==> src/rtl/uart_mem_loader.sv <==
// rtl/uart_mem_loader.sv - serial command loader turning 'W'/'R' byte commands into memory requests.
// Optional LOADER_ACK_EN: writes are acknowledged with a single '.' byte on the transmitter.
module uart_mem_loader #(
    parameter logic [1:0]  ID      = 2'd3,
    parameter logic [26:0] TIMEOUT = 27'd5000000
) (
    input  logic        clock,
    input  logic        rst,
    input  logic [7:0]  rs232in_data,
    input  logic        rs232in_attention,
    input  logic        rs232out_busy,
    output logic        rs232out_w,
    output logic [7:0]  rs232out_d,
    input  logic        mem_waitrequest,
    output logic [1:0]  mem_id,
    output logic [29:0] mem_address,
    output logic        mem_read,
    output logic        mem_write,
    output logic [31:0] mem_writedata,
    output logic [3:0]  mem_writedatamask,
    input  logic [31:0] mem_readdata,
    input  logic [1:0]  mem_readdataid,
    output logic        active
);

    localparam logic [2:0] S_IDLE  = 3'd0;
    localparam logic [2:0] S_ADDR  = 3'd1;
    localparam logic [2:0] S_DATA  = 3'd2;
    localparam logic [2:0] S_WREQ  = 3'd3;
    localparam logic [2:0] S_RREQ  = 3'd4;
    localparam logic [2:0] S_RWAIT = 3'd5;
    localparam logic [2:0] S_TX    = 3'd6;
    localparam logic [2:0] S_ACK   = 3'd7;

    localparam logic [7:0] CMD_W = 8'h57;
    localparam logic [7:0] CMD_R = 8'h52;

    logic [2:0]  state;
    logic        is_write;
    logic [1:0]  byte_cnt;
    logic [26:0] gap_cnt;
    logic [31:0] tx_word;
    logic        strobe_q;
    logic        tx_slot;

`ifdef LOADER_ACK_EN
    assign tx_slot = (state == S_TX) || (state == S_ACK);
`else
    assign tx_slot = (state == S_TX);
`endif

    // The cycle after a strobe is skipped so the transmitter has time to raise busy.
    assign rs232out_w = !rst && tx_slot && !rs232out_busy && !strobe_q;
    assign rs232out_d = (state == S_ACK) ? 8'h2E : tx_word[31:24];

    assign mem_write         = !rst && (state == S_WREQ);
    assign mem_read          = !rst && (state == S_RREQ);
    assign mem_id            = ID;
    assign mem_writedatamask = 4'hF;
    assign active            = !rst && (state != S_IDLE);

    always_ff @(posedge clock) begin
        if (rst) begin
            state         <= S_IDLE;
            is_write      <= 1'b0;
            byte_cnt      <= 2'd0;
            gap_cnt       <= 27'd0;
            mem_address   <= 30'd0;
            mem_writedata <= 32'd0;
            tx_word       <= 32'd0;
            strobe_q      <= 1'b0;
        end else begin
            strobe_q <= rs232out_w;
            case (state)
                S_IDLE: begin
                    if (rs232in_attention && (rs232in_data == CMD_W || rs232in_data == CMD_R)) begin
                        is_write <= (rs232in_data == CMD_W);
                        byte_cnt <= 2'd0;
                        gap_cnt  <= 27'd0;
                        state    <= S_ADDR;
                    end
                end
                S_ADDR, S_DATA: begin
                    // Expiry wins over a byte arriving in the same cycle.
                    if (gap_cnt == TIMEOUT) begin
                        gap_cnt <= 27'd0;
                        state   <= S_IDLE;
                    end else if (rs232in_attention) begin
                        gap_cnt  <= 27'd0;
                        byte_cnt <= byte_cnt + 2'd1;
                        if (state == S_ADDR) begin
                            mem_address <= {mem_address[21:0], rs232in_data};
                        end else begin
                            mem_writedata <= {mem_writedata[23:0], rs232in_data};
                        end
                        if (byte_cnt == 2'd3) begin
                            gap_cnt <= 27'd0;
                            if (state == S_DATA) begin
                                state <= S_WREQ;
                            end else begin
                                state <= is_write ? S_DATA : S_RREQ;
                            end
                        end
                    end else begin
                        gap_cnt <= gap_cnt + 27'd1;
                    end
                end
                S_WREQ: begin
                    if (!mem_waitrequest) begin
                        state <= S_ACK;
                    end
                end
                S_RREQ: begin
                    if (!mem_waitrequest) begin
                        state <= S_RWAIT;
                    end
                end
                S_RWAIT: begin
                    if (mem_readdataid == ID) begin
                        tx_word  <= mem_readdata;
                        byte_cnt <= 2'd0;
                        state    <= S_TX;
                    end
                end
                S_TX: begin
                    if (rs232out_w) begin
                        tx_word  <= {tx_word[23:0], 8'h00};
                        byte_cnt <= byte_cnt + 2'd1;
                        if (byte_cnt == 2'd3) begin
                            state <= S_IDLE;
                        end
                    end
                end
                S_ACK: begin
`ifdef LOADER_ACK_EN
                    if (rs232out_w) begin
                        state <= S_IDLE;
                    end
`else
                    state <= S_IDLE;
`endif
                end
                default: state <= S_IDLE;
            endcase
        end
    end

endmodule

==> config.mk <==
export PLATFORM = sky130hd
export DESIGN_NAME = uart_mem_loader
export DESIGN_NICKNAME = d
export VERILOG_FILES = /design/src/rtl/uart_mem_loader.sv
export SDC_FILE = /design/constraint.sdc
export NUM_CORES = 1
export LEC_CHECK = 0
export BUFFER_PORTS_ARGS = -buffer_cell sky130_fd_sc_hd__buf_2
export CAP_MARGIN = 20
export CORE_MARGIN = 2
export CORE_UTILIZATION = 55
export DETAILED_ROUTE_END_ITERATION = 10
export PLACE_DENSITY_LB_ADDON = 0.15
export RECOVER_POWER = 100
export SLEW_MARGIN = 20
export SYNTH_ARGS = -nofsm -noshare
export SYNTH_HDL_FRONTEND = slang
export SYNTH_SLANG_ARGS = --single-unit
==> constraint.sdc <==
create_clock -name clock -period 3.6 [get_ports clock]
set_input_delay 0.72 -clock clock [delete_from_list [all_inputs] [get_ports clock]]
set_output_delay 0.72 -clock clock [all_outputs]
set_load 0.1 [all_outputs]
==> results of run 1 <==
==> cell type report <==
| class | instances | area, µm² |
|---|---|---|
| Clock buffer | 25 | 494 |
| Clock inverter | 5 | 77.6 |
| Fill cell | 889 | 3110 |
| Inverter | 6 | 22.5 |
| Multi-Input combinational cell | 499 | 2790 |
| Sequential cell | 128 | 2560 |
| Tap cell | 133 | 166 |
| Timing Repair Buffer | 133 | 598 |
==> critical path: cells and delay by family (launching register included) <==
kind | cells | cell delay [ns]
DFF | 1 | 0.88
buffers and inverters | 2 | 0.63
and+or+nand+nor | 2 | 0.57
==> cells by family (layout without fill, tap and decap cells) <==
kind of cell	count (synthesis)	count (layout)	synth area share (%)
muxes	24	24	4.28
buffers and inverters	63	169	5.19
AOI/OAI and AO/OA	147	147	16.0
other	1	6	0.0668
and+or+nand+nor	298	298	24.9
DFF	128	128	45.7
xor gates and xnor gates	21	21	3.28
adders and majority gates	3	3	0.669
==> state kept, by name (all words and copies together) (netlist names) <==
signal,flops
gap_cnt,27
byte_cnt,2
mem_writedata,32
is_write,1
tx_word,32
state,3
strobe_q,1
mem_address,30
==> final timing paths <==
kind | endpoint | slack [ns] | cells after the start
worst min-delay path | tx_word[3]$_SDFFE_PP0P_ | 0.45 | 2
worst max-delay path | rs232out_w | 0.28 | 4
worst max register to register | gap_cnt[7]$_SDFFE_PP0P_ | 0.37 | 6
worst min register to register | tx_word[3]$_SDFFE_PP0P_ | 0.45 | 2
==> synth_stat cells (all sizes together) (2+ instances only) <==
| master | number |
|---|---|
| a211oi | 28 |
| a21boi | 2 |
| a21o | 4 |
| a21oi | 80 |
| a311oi | 2 |
| and2 | 5 |
| and3 | 3 |
| and3b | 2 |
| and4 | 2 |
| buf | 20 |
| clkbuf | 37 |
| dfxtp | 128 |
| ha | 3 |
| inv | 5 |
| mux2i | 24 |
| nand2 | 153 |
| nand2b | 8 |
| nand3 | 18 |
| nand4 | 11 |
| nor2 | 51 |
| nor3 | 7 |
| nor3b | 2 |
| nor4 | 9 |
| nor4b | 4 |
| o21ai | 15 |
| o32ai | 2 |
| or3 | 8 |
| or4 | 7 |
| xnor2 | 11 |
| xor2 | 10 |
==> routing by layer <==
| layer | vias to the layer above | track usage [%] | share of wire, % |
|---|---|---|---|
| met3 | 21 | 7.55 | 6.2 |
| met1 | 2337 | 31.1 | 44 |
| li1 | 2567 | - | - |
| met4 | 0 | 8.48 | 1.6 |
| met5 | - | 0 | 0 |
| met2 | 164 | 39.7 | 48 |
==> metrics by stage <==
stage	utilization [%]	std cells	hold WS, ns	area, µm²	worst slack [ns]
final	68.3	929	0.453	6710	0.283
after global routing	68.3	929	0.441	6710	0.0605
after CTS	69.6	929	0.438	6830	0.258
after detailed placement	63.7	899	0.449	6260	0.763
after global placement	63.7	899	0.437	6260	0.816
after floorplan	-	690	0.432	5640	0.312
==> power groups by stage <==
| stage | Clock [W] | Combinational, W | Sequential [W] |
|---|---|---|---|
| 6_report | 0.00165 | 0.000712 | 0.00155 |
| 5_1_grt | 0.00174 | 0.000763 | 0.00156 |
| 4_1_cts | 0.00166 | 0.000730 | 0.00155 |
| 3_5_place_dp | 0 | 0.000729 | 0.00158 |
| 3_3_place_gp | 0 | 0.000716 | 0.00157 |
| 2_1_floorplan | 0 | 0.000456 | 0.00170 |
==> summary.log, run 1 <==
[run_status] run status complete, no violations
[power] portion of total power attributed to combinational logic 18.2%
[setup_path] cell-by-cell listing of the critical path clkinv_1 > or2_2 > nor2_1 > buf_2
[drt] detail-routed net length per standard cell 14.6 µm
[power] Clock power frac 42.2%
[power] power density over the cells 583 nW/µm²
[floorplanning] horizontal die dimension 105 µm
[synth] Synth area leaders dfxtp_1 46%, nand2_1 10%, a21oi_1 7.1%, mux2i_1 4.3%, a211oi_1 3.7%
[timing] relative max-transition margin 18.9%
[drt] drt initial violations 308
[drt] wire length after detailed routing 13500 µm
[timing] unrepaired setup endpoints after global routing no
[setup_path] CP Data Required Time 2.88 ns
[synth] Post-synth EDFFs 0
[flow_run] max capacitance violation total 0
[synth] share of the yosys chip area belonging to registers 45.7%
[global_route] GRT overflow 0
[clock_tree] Clock Path Buffers 2
[power] leakage 2.28 nW
[power] Switch Pwr 0.00120 W
[setup_path] startpoint of the worst register-to-register path gap_cnt[16]$_SDFFE_PP0P_
[timing] final count of pins violating max slew 0
[layout] Antenna Diode Count 0
[synth] Async S/R FF share, synth 0%
[timing] highest clock rate 0.301 GHz
[setup_path] critical path endpoint category output port
[floorplanning] Core ar. 9820 µm²
[timing] final setup fails 0
[power] cell-internal power 0.00271 W
[synth] total of flip-flops plus latches after synthesis 128
[drt] Routed Antenna Nets 0
[clock_tree] Post-CTS Setup Repair Bufs 0
[global_route] global-route usage over all layers 24.6%
[power] total power of the final layout 0.00391 W
[synth] number of warnings issued by yosys 0
[setup_path] Data arrival, critical path 2.60 ns
[floorplanning] height of the die 105 µm
[setup_path] highest-delay cell along the critical path dfxtp_1
[drt] total number of vias 5089
[setup_path] type of the worst setup path reg2out
[layout] layout cell share with drive strength beyond 1 12.8%
[layout] commonest cells after routing, fill and taps aside 153 x nand2_1, 128 x dfxtp_1, 80 x a21oi_1, 71 x clkbuf_1, 51 x nor2_1
[power] portion of total power attributed to sequential cells 39.6%
[clock_tree] number of buffers added by the clock tree synthesis step 17
[hold_path] startpoint of the most critical hold path tx_word[3]$_SDFFE_PP0P_
[setup_path] Largest stage delay, worst path 0.88 ns
[global_route] largest net degree at the start of global routing 87
[place] placer congestion estimate 0.877
[power] switching part of the total 30.6%
[clock_tree] Post-CTS Hold Fix Bufs 0
[drt] vias per inst 5.48
[clock_tree] worst-skew pair later-pin latency 0.52 ns
[global_route] global-route wire length before repair 22000 µm
[synth] commonest register cell after synthesis dfxtp_1
[clock_tree] CTS tree done
[drt] Post-route DRC 0
[synth] distinct cell type count after synthesis 60
[synth] area of the mapped netlist 5610 µm²
[layout] leading cell type in the layout, fill and taps excluded nand2_1
[synth] cell taking the most area after synthesis dfxtp_1
[floorplanning] effective utilization at floorplan 57.2%
[place] HPWL after DPL 9180 µm
[clock_tree] maximum level of the CTS H-tree 4
[clock_tree] clock-pin transition on the worst setup and hold timing paths 0.06 ns
[place] port buffer count 120
[clock_tree] buffer cell driving the clock tree root clkbuf_8
[timing] Post-Route Skew 0.00788 ns
[synth] cells after synthesis 685
[setup_path] CP startpoint state[2]$_SDFFE_PP0P_
[timing] Worst Tran Pin Value 1.22 ns
[synth] area share of the largest cell type after synthesis 45.7%
[timing] Total Negative Setup Slacks 0 ns
[timing] minimum period implied by the final worst setup slack 3.32 ns
[global_route] antenna violations before repair 0
[layout] net count of the finished layout 835
[synth] synthesized area per cell 8.19 µm²
[timing] Hold Fails Final Rpt 0
[floorplanning] ports placed on the boundary 127
[floorplanning] FP Rows 36
[layout] post-synthesis to final-layout area growth 19.5%
[clock_tree] total number of clock tree sinks 128
[power] worst vdd ir 0.000451 V
[setup_path] highest fanout seen on the critical path 25
[setup_path] Critical Path Start Type flip-flop
[global_route] number of global-route vias before repair 4644
[timing] post-route fraction of the period consumed by the critical path 92.1%
[hold_path] Worst Hold Class reg2reg
[drt] Detailed Routing Iterations Pass 1 6
[floorplanning] die footprint 11000 µm²
[clock_tree] Resize count post-CTS 0
Note: power is estimated with default switching activity, not from simulation.
==> run 2, diff against run 1 <==
==> constraint.sdc (replaced) <==
create_clock -name clock -period 3.95 [get_ports clock]
set_input_delay 0.79 -clock clock [delete_from_list [all_inputs] [get_ports clock]]
set_output_delay 0.79 -clock clock [all_outputs]
set_load 0.1 [all_outputs]
==> run 2 against run 1 <==
Compared with the run above: largest power group unchanged; design area grew 0.35%; combinational power fell by 8.8%; non-clock buffer count is 4 lower; sequential cell count is the same; utilization grew 0.24 points; power fell by 6.3%; the flow now finishes with violations (capacitance limit, slew limit); global-route usage increased by 0.42 points.
==> summary.log, run 2 (synthesized netlist as in run 1, its figures left out) <==
[run_status] run status finished with violations
[run_status] failing checks capacitance limit, slew limit
[drt] total number of vias 5113
[timing] final count of pins violating max slew 57
[timing] Worst Tran Pin Value 1.82 ns
[hold_path] Hold Path Stages 2
[drt] drt initial violations 377
[global_route] GRT overflow 0
[clock_tree] Resize count post-CTS 0
[flow_run] max capacitance violation total 1
[place] placer congestion estimate 0.859
[clock_tree] maximum level of the CTS H-tree 4
[timing] final setup fails 0
[drt] detail-routed net length per standard cell 14.7 µm
[setup_path] register-to-register setup slack 0.70 ns
[global_route] GR Layer Usage met3 7.24%
[global_route] number of global-route vias before repair 4732
[setup_path] CP startpoint state[1]$_SDFFE_PP0P_
[layout] post-synthesis to final-layout area growth 20.0%
[global_route] antenna violations before repair 0
[global_route] busiest layer in global routing met2
[floorplanning] FP Rows 36
[setup_path] CP Data Required Time 3.16 ns
[drt] Post-route DRC 0
[setup_path] type of the worst setup path reg2out
[setup_path] critical path endpoint category output port
[setup_path] Critical Path Start Type flip-flop
[drt] wire length after detailed routing 13600 µm
[place] post-place instance area 6230 µm²
[floorplanning] ports placed on the boundary 127
[layout] net count of the finished layout 831
[floorplanning] effective utilization at floorplan 57.2%
[layout] Filler cells 857
[layout] Post-Layout Cell Count 926
[layout] layout cell share with drive strength beyond 1 12.6%
[clock_tree] CTS tree done
[place] port buffer count 120
[floorplanning] height of the die 105 µm
[hold_path] Worst Hold Class reg2reg
[drt] vias per inst 5.52
[setup_path] Data arrival, critical path 2.67 ns
[global_route] global-route track usage on met2 39.7%
[timing] Post-Route Skew 0.0126 ns
[timing] minimum period implied by the final worst setup slack 3.46 ns
[floorplanning] Core ar. 9820 µm²
[power] power density over the cells 544 nW/µm²
[timing] post-route fraction of the period consumed by the critical path 87.5%
[clock_tree] clock-pin transition on the worst setup and hold timing paths 0.06 ns
[layout] commonest cells after routing, fill and taps aside 153 x nand2_1, 128 x dfxtp_1, 80 x a21oi_1, 69 x clkbuf_1, 51 x nor2_1
[drt] Routed Antenna Nets 0
[power] worst vdd ir 0.000427 V
[global_route] global-route wire length before repair 22700 µm
[setup_path] end of the worst register-to-register path tx_word[29]$_SDFFE_PP0P_
[hold_path] startpoint of the most critical hold path mem_address[23]$_SDFFE_PP0P_
[clock_tree] Clock Path Buffers 2
[clock_tree] worst-skew pair later-pin latency 0.52 ns
[hold_path] Hold Path Sink mem_address[23]$_SDFFE_PP0P_
[setup_path] count of cells along the worst register-to-register path 5
[timing] unrepaired setup endpoints after global routing no
[timing] highest clock rate 0.289 GHz
[place] Placed Cells incl. Taps 895
[setup_path] highest fanout seen on the critical path 18
[timing] relative max-transition margin -21.5%
[global_route] largest net degree at the start of global routing 57
[setup_path] highest-delay cell along the critical path clkbuf_1
[setup_path] Largest stage delay, worst path 0.89 ns
[timing] Total Negative Setup Slacks 0 ns
[place] HPWL after DPL 9110 µm
[power] leakage 2.27 nW
[global_route] global-route usage over all layers 25.0%
[setup_path] cell-by-cell listing of the critical path and2_0 > nand2_1 > and2_1 > clkbuf_1
[layout] finished layout cell area 6730 µm²
[floorplanning] die footprint 11000 µm²
[clock_tree] Post-CTS Hold Fix Bufs 0
[layout] Antenna Diode Count 0
[layout] leading cell type in the layout, fill and taps excluded nand2_1
[clock_tree] total number of clock tree sinks 128
[clock_tree] Post-CTS Setup Repair Bufs 0
[layout] registers with the most flip-flops mem_writedata x32, tx_word x32, mem_address x30
[global_route] met1 capacity usage during global routing 32.5%
[clock_tree] buffer cell driving the clock tree root clkbuf_8
[floorplanning] horizontal die dimension 105 µm
[drt] Detailed Routing Iterations Pass 1 5
[timing] Hold Fails Final Rpt 0
[clock_tree] number of buffers added by the clock tree synthesis step 17
[setup_path] startpoint of the worst register-to-register path state[1]$_SDFFE_PP0P_
run 2: worst max-delay path by stage:
stage                               end  cells after the start
2_1_floorplan                    active                      4
3_3_place_gp   gap_cnt[12]$_SDFFE_PP0P_                      7
3_5_place_dp   gap_cnt[12]$_SDFFE_PP0P_                      7
4_1_cts                      rs232out_w                      4
5_1_grt                   rs232out_d[0]                      4
6_report                  rs232out_d[0]                      4
run 2: final cells by class:
type,count,area (µm²),area share [%]
Multi-Input combinational cell,499,2790,41.4
Sequential cell,128,2560,38.1
Timing Repair Buffer,129,577,8.57
Clock buffer,18,428,6.35
Clock inverter,13,189,2.81
Tap cell,133,166,2.47
Inverter,6,22.5,0.334
run 2: routing by layer:
metal  share of wire, %  vias to the layer above
li1                   -                     2567
met1                 44                     2372
met2                 49                      160
met3                6.5                       14
met4                1.3                        0
met5                  0                        -
run 2: critical path: cells and delay by family, from the launching register on:
| family | cells | cell delay (ns) |
|---|---|---|
| buf+inv | 1 | 0.89 |
| simple gates | 3 | 0.79 |
| flops | 1 | 0.48 |
run 2: where the power goes:
part	switching, W	internal, W	leakage [nW]
clock	0.000573	0.00104	0.297
combinational	0.000502	0.000146	0.945
sequential	0.0000549	0.00135	1.03
total	0.00113	0.00253	2.27
run 2: metrics by stage:
| step | hold WS, ns | setup WS [ns] | utilization [%] | power, W |
|---|---|---|---|---|
| finish | 0.453 | 0.495 | 68.6 | 0.00366 |
| global route | 0.474 | 0.342 | 68.6 | 0.00380 |
| CTS | 0.452 | 0.680 | 69.7 | 0.00369 |
| detailed placement | 0.444 | 0.822 | 63.4 | 0.00209 |
| global placement | 0.437 | 0.872 | 63.4 | 0.00207 |
| floorplan | 0.432 | 0.522 | - | 0.00196 |
